`src/rtl/sap1_pkg.sv`:
```
// Shared SAP-1 constants, opcode encoding and W-bus source encoding.
package sap1_pkg;

  localparam int unsigned SAP1_DATA_W = 8;
  localparam int unsigned SAP1_ADDR_W = 4;

  typedef enum logic [3:0] {
    OP_LDA = 4'b0000,
    OP_ADD = 4'b0001,
    OP_SUB = 4'b0010,
    OP_OUT = 4'b1110,
    OP_HLT = 4'b1111
  } opcode_e;

  // Winning W-bus driver after fixed-priority arbitration.
  typedef enum logic [2:0] {
    SRC_NONE = 3'd0,
    SRC_PC   = 3'd1,
    SRC_RAM  = 3'd2,
    SRC_IR   = 3'd3,
    SRC_A    = 3'd4,
    SRC_ALU  = 3'd5
  } bus_src_e;

endpackage

```
`src/rtl/sap1_ram.sv`:
```
// 16x8 program/data memory: combinational read port, synchronous program-load write port.
module sap1_ram #(
  parameter int unsigned DATA_W = 8,
  parameter int unsigned ADDR_W = 4
) (
  input  logic              clk_i,
  input  logic              we_i,
  input  logic [ADDR_W-1:0] waddr_i,
  input  logic [DATA_W-1:0] wdata_i,
  input  logic [ADDR_W-1:0] raddr_i,
  output logic [DATA_W-1:0] rdata_o
);

  localparam int unsigned DEPTH = 2 ** ADDR_W;

  logic [DATA_W-1:0] mem_q [DEPTH];

  // Not reset: program contents survive a system clear.
  always_ff @(posedge clk_i) begin
    if (we_i) mem_q[waddr_i] <= wdata_i;
  end

  assign rdata_o = mem_q[raddr_i];

endmodule

```
`src/rtl/sap1_datapath.sv`:
```
// SAP-1 datapath: PC, MAR, IR, A, B, OUT, ALU and W-bus around a sap1_ram.
// Optional bus-contention flag enabled with `define SAP1_BUS_CHECK_EN.
module sap1_datapath
  import sap1_pkg::*;
#(
  parameter int unsigned DATA_W = SAP1_DATA_W,
  parameter int unsigned ADDR_W = SAP1_ADDR_W
) (
  input  logic              CLK,
  input  logic              CLR_bar,
  input  logic              Cp,
  input  logic              Ep,
  input  logic              Ea,
  input  logic              Su,
  input  logic              Eu,
  input  logic              Lm_bar,
  input  logic              CE_bar,
  input  logic              Li_bar,
  input  logic              Ei_bar,
  input  logic              La_bar,
  input  logic              Lb_bar,
  input  logic              Lo_bar,
  input  logic              prog_we,
  input  logic [ADDR_W-1:0] prog_addr,
  input  logic [DATA_W-1:0] prog_data,
  output logic [3:0]        instruction_output,
  output logic [DATA_W-1:0] out_reg,
  output logic [DATA_W-1:0] w_bus,
  output logic [ADDR_W-1:0] pc,
  output logic [ADDR_W-1:0] mar,
  output logic              bus_err
);

  logic [ADDR_W-1:0] pc_q, pc_d, mar_q, mar_d;
  logic [DATA_W-1:0] ir_q, ir_d, a_q, a_d, b_q, b_d, out_q, out_d;
  logic [DATA_W-1:0] ram_rdata;
  logic [DATA_W-1:0] alu_res;
  bus_src_e          bus_src;

  sap1_ram #(
    .DATA_W(DATA_W),
    .ADDR_W(ADDR_W)
  ) u_ram (
    .clk_i  (CLK),
    .we_i   (prog_we),
    .waddr_i(prog_addr),
    .wdata_i(prog_data),
    .raddr_i(mar_q),
    .rdata_o(ram_rdata)
  );

  assign alu_res = Su ? (a_q - b_q) : (a_q + b_q);

  // Fixed-priority source select: PC > RAM > IR operand > A > ALU.
  always_comb begin
    bus_src = SRC_NONE;
    if (Ep)           bus_src = SRC_PC;
    else if (!CE_bar) bus_src = SRC_RAM;
    else if (!Ei_bar) bus_src = SRC_IR;
    else if (Ea)      bus_src = SRC_A;
    else if (Eu)      bus_src = SRC_ALU;
  end

  always_comb begin
    w_bus = '0;
    unique case (bus_src)
      SRC_PC:   w_bus = DATA_W'(pc_q);
      SRC_RAM:  w_bus = ram_rdata;
      SRC_IR:   w_bus = DATA_W'(ir_q[3:0]);
      SRC_A:    w_bus = a_q;
      SRC_ALU:  w_bus = alu_res;
      default:  w_bus = '0;
    endcase
  end

  always_comb begin
    pc_d  = pc_q;
    mar_d = mar_q;
    ir_d  = ir_q;
    a_d   = a_q;
    b_d   = b_q;
    out_d = out_q;
    if (Cp)      pc_d  = pc_q + ADDR_W'(1);
    if (!Lm_bar) mar_d = w_bus[ADDR_W-1:0];
    if (!Li_bar) ir_d  = w_bus;
    if (!La_bar) a_d   = w_bus;
    if (!Lb_bar) b_d   = w_bus;
    if (!Lo_bar) out_d = w_bus;
  end

  always_ff @(posedge CLK or negedge CLR_bar) begin
    if (!CLR_bar) begin
      pc_q  <= '0;
      mar_q <= '0;
      ir_q  <= '0;
      a_q   <= '0;
      b_q   <= '0;
      out_q <= '0;
    end else begin
      pc_q  <= pc_d;
      mar_q <= mar_d;
      ir_q  <= ir_d;
      a_q   <= a_d;
      b_q   <= b_d;
      out_q <= out_d;
    end
  end

`ifdef SAP1_BUS_CHECK_EN
  logic [2:0] n_src;
  logic       bus_err_q, bus_err_d;

  assign n_src = 3'(Ep) + 3'(~CE_bar) + 3'(~Ei_bar) + 3'(Ea) + 3'(Eu);

  always_comb begin
    bus_err_d = bus_err_q;
    if (n_src > 3'd1) bus_err_d = 1'b1;
  end

  // Sticky until the next system clear.
  always_ff @(posedge CLK or negedge CLR_bar) begin
    if (!CLR_bar) bus_err_q <= 1'b0;
    else          bus_err_q <= bus_err_d;
  end

  assign bus_err = bus_err_q;
`else
  assign bus_err = 1'b0;
`endif

  assign instruction_output = ir_q[DATA_W-1 -: 4];
  assign out_reg            = out_q;
  assign pc                 = pc_q;
  assign mar                = mar_q;

endmodule

```
`config.mk`:
```
export PLATFORM = sky130hd
export DESIGN_NAME = sap1_datapath
export DESIGN_NICKNAME = d
export VERILOG_FILES = /design/src/rtl/sap1_pkg.sv /design/src/rtl/sap1_ram.sv /design/src/rtl/sap1_datapath.sv
export SDC_FILE = /design/constraint.sdc
export NUM_CORES = 1
export LEC_CHECK = 0
export ABC_CLOCK_PERIOD_IN_PS = 4200
export CAP_MARGIN = 20
export CORE_ASPECT_RATIO = 0.5
export CORE_UTILIZATION = 55
export DETAILED_ROUTE_END_ITERATION = 16
export PLACE_DENSITY = 0.84
export SYNTH_ARGS = -nofsm -noshare
export SYNTH_HDL_FRONTEND = slang
export SYNTH_SLANG_ARGS = --single-unit
```
`constraint.sdc`:
```
create_clock -name CLK -period 4.2 [get_ports CLK]
set_input_delay 0.84 -clock CLK [delete_from_list [all_inputs] [get_ports CLK]]
set_output_delay 0.84 -clock CLK [all_outputs]
set_load 0.005 [all_outputs]
```
== Word-level counts from Yosys, hierarchy flattened ==
Memory sizes are Yosys's and may differ from the RTL's.
Index checks and enable logic that the tools add are counted.

* Reduce and logical (&&, ||, !) cells: 0
* Multiplexer cells: 9
* Bitwise logic cells: 0
* $mul: 0
* Add/sub/neg operators: 3
* Div/mod/pow operators: 0
* Equality and inequality tests: 5
* Shift-type cells: 0
* Magnitude comparators: 0

{| class="wikitable"
|+ Operator list
! kind !! number
|-
| $pmux 8 s5 || 1
|-
| $mux 3 || 5
|-
| $add 8x8->8 || 1
|-
| $mux 8 || 1
|-
| $sub 8x8->8 || 1
|-
| $eq 3x2->1 const B || 2
|-
| $eq 3x3->1 const B || 2
|-
| $add 4x1->4 const B || 1
|-
| $eq 3x1->1 const B || 1
|-
| $mux 1 || 2
|}

* Memories: 1
* Bits in latches: 0
* Output and inout bits: 29
* Bits in read-only memories: 0
* Word-level logic and storage cells: 24
* RAM bits: 128
* Flip-flop bits (word level): 40

{| class="wikitable"
|+ Memory list
! name !! depth !! bits a word !! read ports !! clocked after Yosys merged registers in !! wr ports !! RTL line !! source
|-
| u_ram.mem_q || 16 || 8 || 1 || 0 || 1 || sap1_ram.sv:16 || <nowiki>logic [DATA_W-1:0] mem_q [DEPTH];</nowiki>
|}

== Depth between registers and ports, before layout ==
* Depth after elaboration: 7
* Depth in mapped cells: 10

== Modules after synthesis ==
From an unflattened synthesis, not the netlist that was laid out.

* Cell total of the unflattened synthesis: 429
* Area total of the unflattened synthesis: 7262.0 sq um

{| class="wikitable"
|+ Modules (own cells, without submodules)
! module !! area each (sq um) !! cells each !! times used
|-
| sap1_ram || 4987.3 || 221 || 1
|-
| sap1_datapath || 2274.7 || 208 || 1
|}

== Worst setup path after synthesis ==
OpenSTA, ideal clock, no wires.

* Kind: input -> output
* Start: input port Su
* End: output port w_bus[3]
* Data arrival time: 2.632 ns
* Cell stages on the path: 8
* Setup slack: 0.728 ns
* Buffers on the path: 1
* Path through: clkbuf_1 > mux2i_1 > ha_1 > nor2b_1 > o21a_1 > or3_1 > a31oi_1 > nand2_1

* Longest elaborated chain between the ends: 2

{| class="wikitable"
|+ RTL lines
! element !! RTL line !! source
|-
| start, declared || sap1_datapath.sv:14 || <nowiki>input logic Su,</nowiki>
|-
| $mux 8 || sap1_datapath.sv:52 || <nowiki>assign alu_res = Su ? (a_q - b_q) : (a_q + b_q);</nowiki>
|-
| $pmux 8 s5 || sap1_datapath.sv:66 || <nowiki>unique case (bus_src)</nowiki>
|-
| end, declared || sap1_datapath.sv:28 || <nowiki>output logic [DATA_W-1:0] w_bus,</nowiki>
|}

Every way passes these cells.

== Worst setup path in the final report ==
* Start: input port Su
* End: output port w_bus[6]

The elaborated chain is that of the path after synthesis.

==> results.json <==
{
  "wl_mm": 15.92,
  "wire_per_inst_um": 22.26,
  "final_nets": 570,
  "clock_latency_ns": 0.42,
  "overflow": 0,
  "finalCritPeriodShare_pct": 96.55,
  "netlist_area_um2": 7239,
  "fp-row-count": 29,
  "postSynthAreaPerCell_um2": 16.09,
  "synth-seq-cells": 168,
  "ys_seq_area_share_pct": 66.92,
  "synthTopCellsByCount": "128 x edfxtp_1, 40 x dfrtp_1, 37 x nor2_1",
  "place_area_um2": 8093,
  "final_max_slew_viol_count": 0,
  "die_w_um": 164.3,
  "cp_num_buf_inv": 3,
  "tightest_slew_ns": 0.9823,
  "timing.rr.start": "mar[0]",
  "max_stage_delay_ns": 0.47,
  "crit_path_end_kind": "output pin",
  "period_minus_slack_ns": 4.055,
  "cts.sinks": 168,
  "yosysTopAreaCellShare_pct": 53.09,
  "cp_top_family": "buffers and inverters",
  "post-synth-top-count-cell": "edfxtp_1",
  "yosysTopAreaCell": "edfxtp_1",
  "cts-root-buf": "clkbuf_16",
  "seqPwrFrac_pct": 40.3,
  "routed.top_layer": "met4",
  "grt_max_degree": 41,
  "status": "finished clean",
  "timing.fmax_mhz": 246.6,
  "postCtsSetupBuffers": 0,
  "total_leakage_power_nw": 3.098,
  "stdcell_area_um2": 8663,
  "rrSetupSlack_ns": 1.35,
  "synth-edff-count": 128,
  "fillers": 803,
  "dieArea_um2": 13650,
  "path_cells": "dlygate4sd2_1, buf_4, a31oi_2, xnor2_1, ha_1, o21ai_0, o21a_1, or3_1, nand3_1, nand2_1, clkdlybuf4s50_1",
  "yosysWarnings": 0,
  "synth-async-reset-ratio_pct": 23.81,
  "clk_path_buf_depth": 2,
  "ios": 56,
  "cts_made_buffers": 17,
  "finalSetupViolCount": 0,
  "rr_worst_depth": 7,
  "final_layout_size_suffix_gt1_share_pct": 23.12,
  "ir_worst_vdd_mv": 0.3379,
  "skew_ns": 0.007683,
  "max-slew-margin-rel_pct": 34.27,
  "required_ns": 3.36,
  "timing.rr.end": "b_q[2]",
  "rsz0062_at_grt": "no",
  "synth_ff_type": "edfxtp_1",
  "htree_levels": 4,
  "num_antenna_cells": 0,
  "path_clk_slew_ns": 0.06,
  "hpwlAfterDp_mm": 10.47,
  "viasPerCell": 6.052,
  "cp_data_arrival_time_ns": 3.22,
  "crit_fanout": 5,
  "num_vias": 4327,
  "drc_errors": 0,
  "worst_setup_path_start_kind": "input port",
  "dpl_worst_slack_ns": -0.06475,
  "grt_util_all_layers_pct": 25.47,
  "whs_ns": 0.5083,
  "die_h_um": 83.13,
  "routabilityCongestion": 0.8210,
  "syn-num-nets": 487,
  "power_density_nw_per_um2": 635.6,
  "top_register": "u_ram.mem_q",
  "m1WireLength_mm": 6.887,
  "largest_reg_flops": 128,
  "p_int_w": 0.003783,
  "worstSetupPathType": "in2out",
  "worst_slack_ns": 0.1449,
  "dr_wl_met3_mm": 1.236,
  "pwr-share-clk_pct": 27.3,
  "drtIter0Drc": 445,
  "final_antenna_net_count": 0,
  "hold_violations": 0,
  "multi_input_area_um2": 2220,
  "first_global_vias": 4444,
  "holdPathStages": 1,
  "cts_tree": "done",
  "cpMaxStageDelayCell": "clkdlybuf4s50_1",
  "areaGrowthSynthToFinish_pct": 19.67,
  "start_util_pct": 56.84,
  "seq_area_um2": 4848,
  "switching_share_pct": 31.29,
  "switching_power_w": 0.001723,
  "hold_class": "reg2reg",
  "holdPathEnd": "ir_q[1]",
  "netlist_instances": 450,
  "antenna_found_initial": 0,
  "pwr-share-comb_pct": 32.4,
  "drt_first_pass_iters": 4,
  "core_um2": 12740,
  "wl_met2_mm": 7.454,
  "synth.distinct_cells": 50,
  "synthTopCellsByArea": "edfxtp_1 53%, dfrtp_1 14%, mux4_2 8.7%, mux2_2 4.4%, mux2i_1 1.9%",
  "hp-start": "ir_q[1]",
  "io_buffer_count": 54,
  "grt_pass1_wl_mm": 25.05,
  "drv_cap": 0
}
routing by layer:
layer  global-route usage [%]  vias up
li1                         -     1928
met2                    37.90      182
met3                    7.393       29
met4                    9.428        0
met1                    35.89     2188
met5                        0        -
how the worst max path moves through the flow:
stage / start / end / slack, ns / cells after the start
floorplan: Su / w_bus[3] / 0.73 / 8
finish: Su / w_bus[6] / 0.14 / 11
CTS: mar[0] / w_bus[6] / 0.14 / 6
detailed placement: Su / w_bus[6] / -0.06 / 11
global route: mar[0] / w_bus[2] / 0.02 / 6
global placement: Su / w_bus[6] / 0.01 / 11
stage by stage:
stage	util (%)	total power [W]	instances	TNS (ns)
final	68.02	0.005506	715	0
after global routing	68.02	0.005761	715	0
after CTS	68.02	0.005511	715	0
after detailed placement	63.54	0.003991	684	-0.08141
after global placement	63.54	0.003947	684	0
after floorplan	-	0.003316	450	0
cell families (layout without fill, tap and decap cells):
family / count (synthesis) / in the layout / synth area share (%)
multiplexers: 70 / 70 / 15.00
AO/OA/AOI/OAI: 64 / 64 / 6.343
XOR/XNOR: 12 / 12 / 1.452
other: 1 / 1 / 0.05180
buffers and inverters: 37 / 132 / 2.506
AND/OR/NAND/NOR: 88 / 88 / 5.894
flip-flops: 168 / 168 / 66.92
adder cells (fa/ha/maj): 10 / 10 / 1.832
layout by cell type, fill, tap and decap left out, types with 9 or more instances in the layout:
master           count
nand2_1             14
clkdlybuf4s50_1     52
a31oi_1             13
dfrtp_1             39
clkbuf_16           17
mux2_2              28
nor2_1              37
mux2i_1             14
inv_1               14
mux4_2              28
ha_1                 9
buf_4               29
edfxtp_1           128
area by class of cell:
type	instances	share of cell area, %
flip-flops and latches	168	55.96
multi-input cells	245	25.62
repair buffers	83	8.680
clock buffers	17	4.910
well taps	170	2.455
clock inverters	14	1.589
inverters	18	0.7799
timing repair:
item / in CTS / in global routing
hold buffers: 0 / 0
setup endpoints to repair: 3 / 0
gates resized for setup: 3 / 0
power groups by stage:
stage / sequential (W) / combinational, W / clock [W]
floorplan: 0.00211 / 0.00120 / 0
global placement: 0.00224 / 0.00171 / 0
detailed placement: 0.00224 / 0.00175 / 0
CTS: 0.00222 / 0.00178 / 0.00152
global route: 0.00225 / 0.00193 / 0.00158
finish: 0.00222 / 0.00178 / 0.00151
worst register-to-register path: stages, from the launching register on:
cell	delay, ns
dfrtp_4	0.72
buf_4	0.30
mux2_2	0.36
a21boi_0	0.38
o21ai_0	0.15
a221o_1	0.39
buf_4	0.18
mux2_2	0.26
No activity file was read; power rests on OpenSTA's default activity.
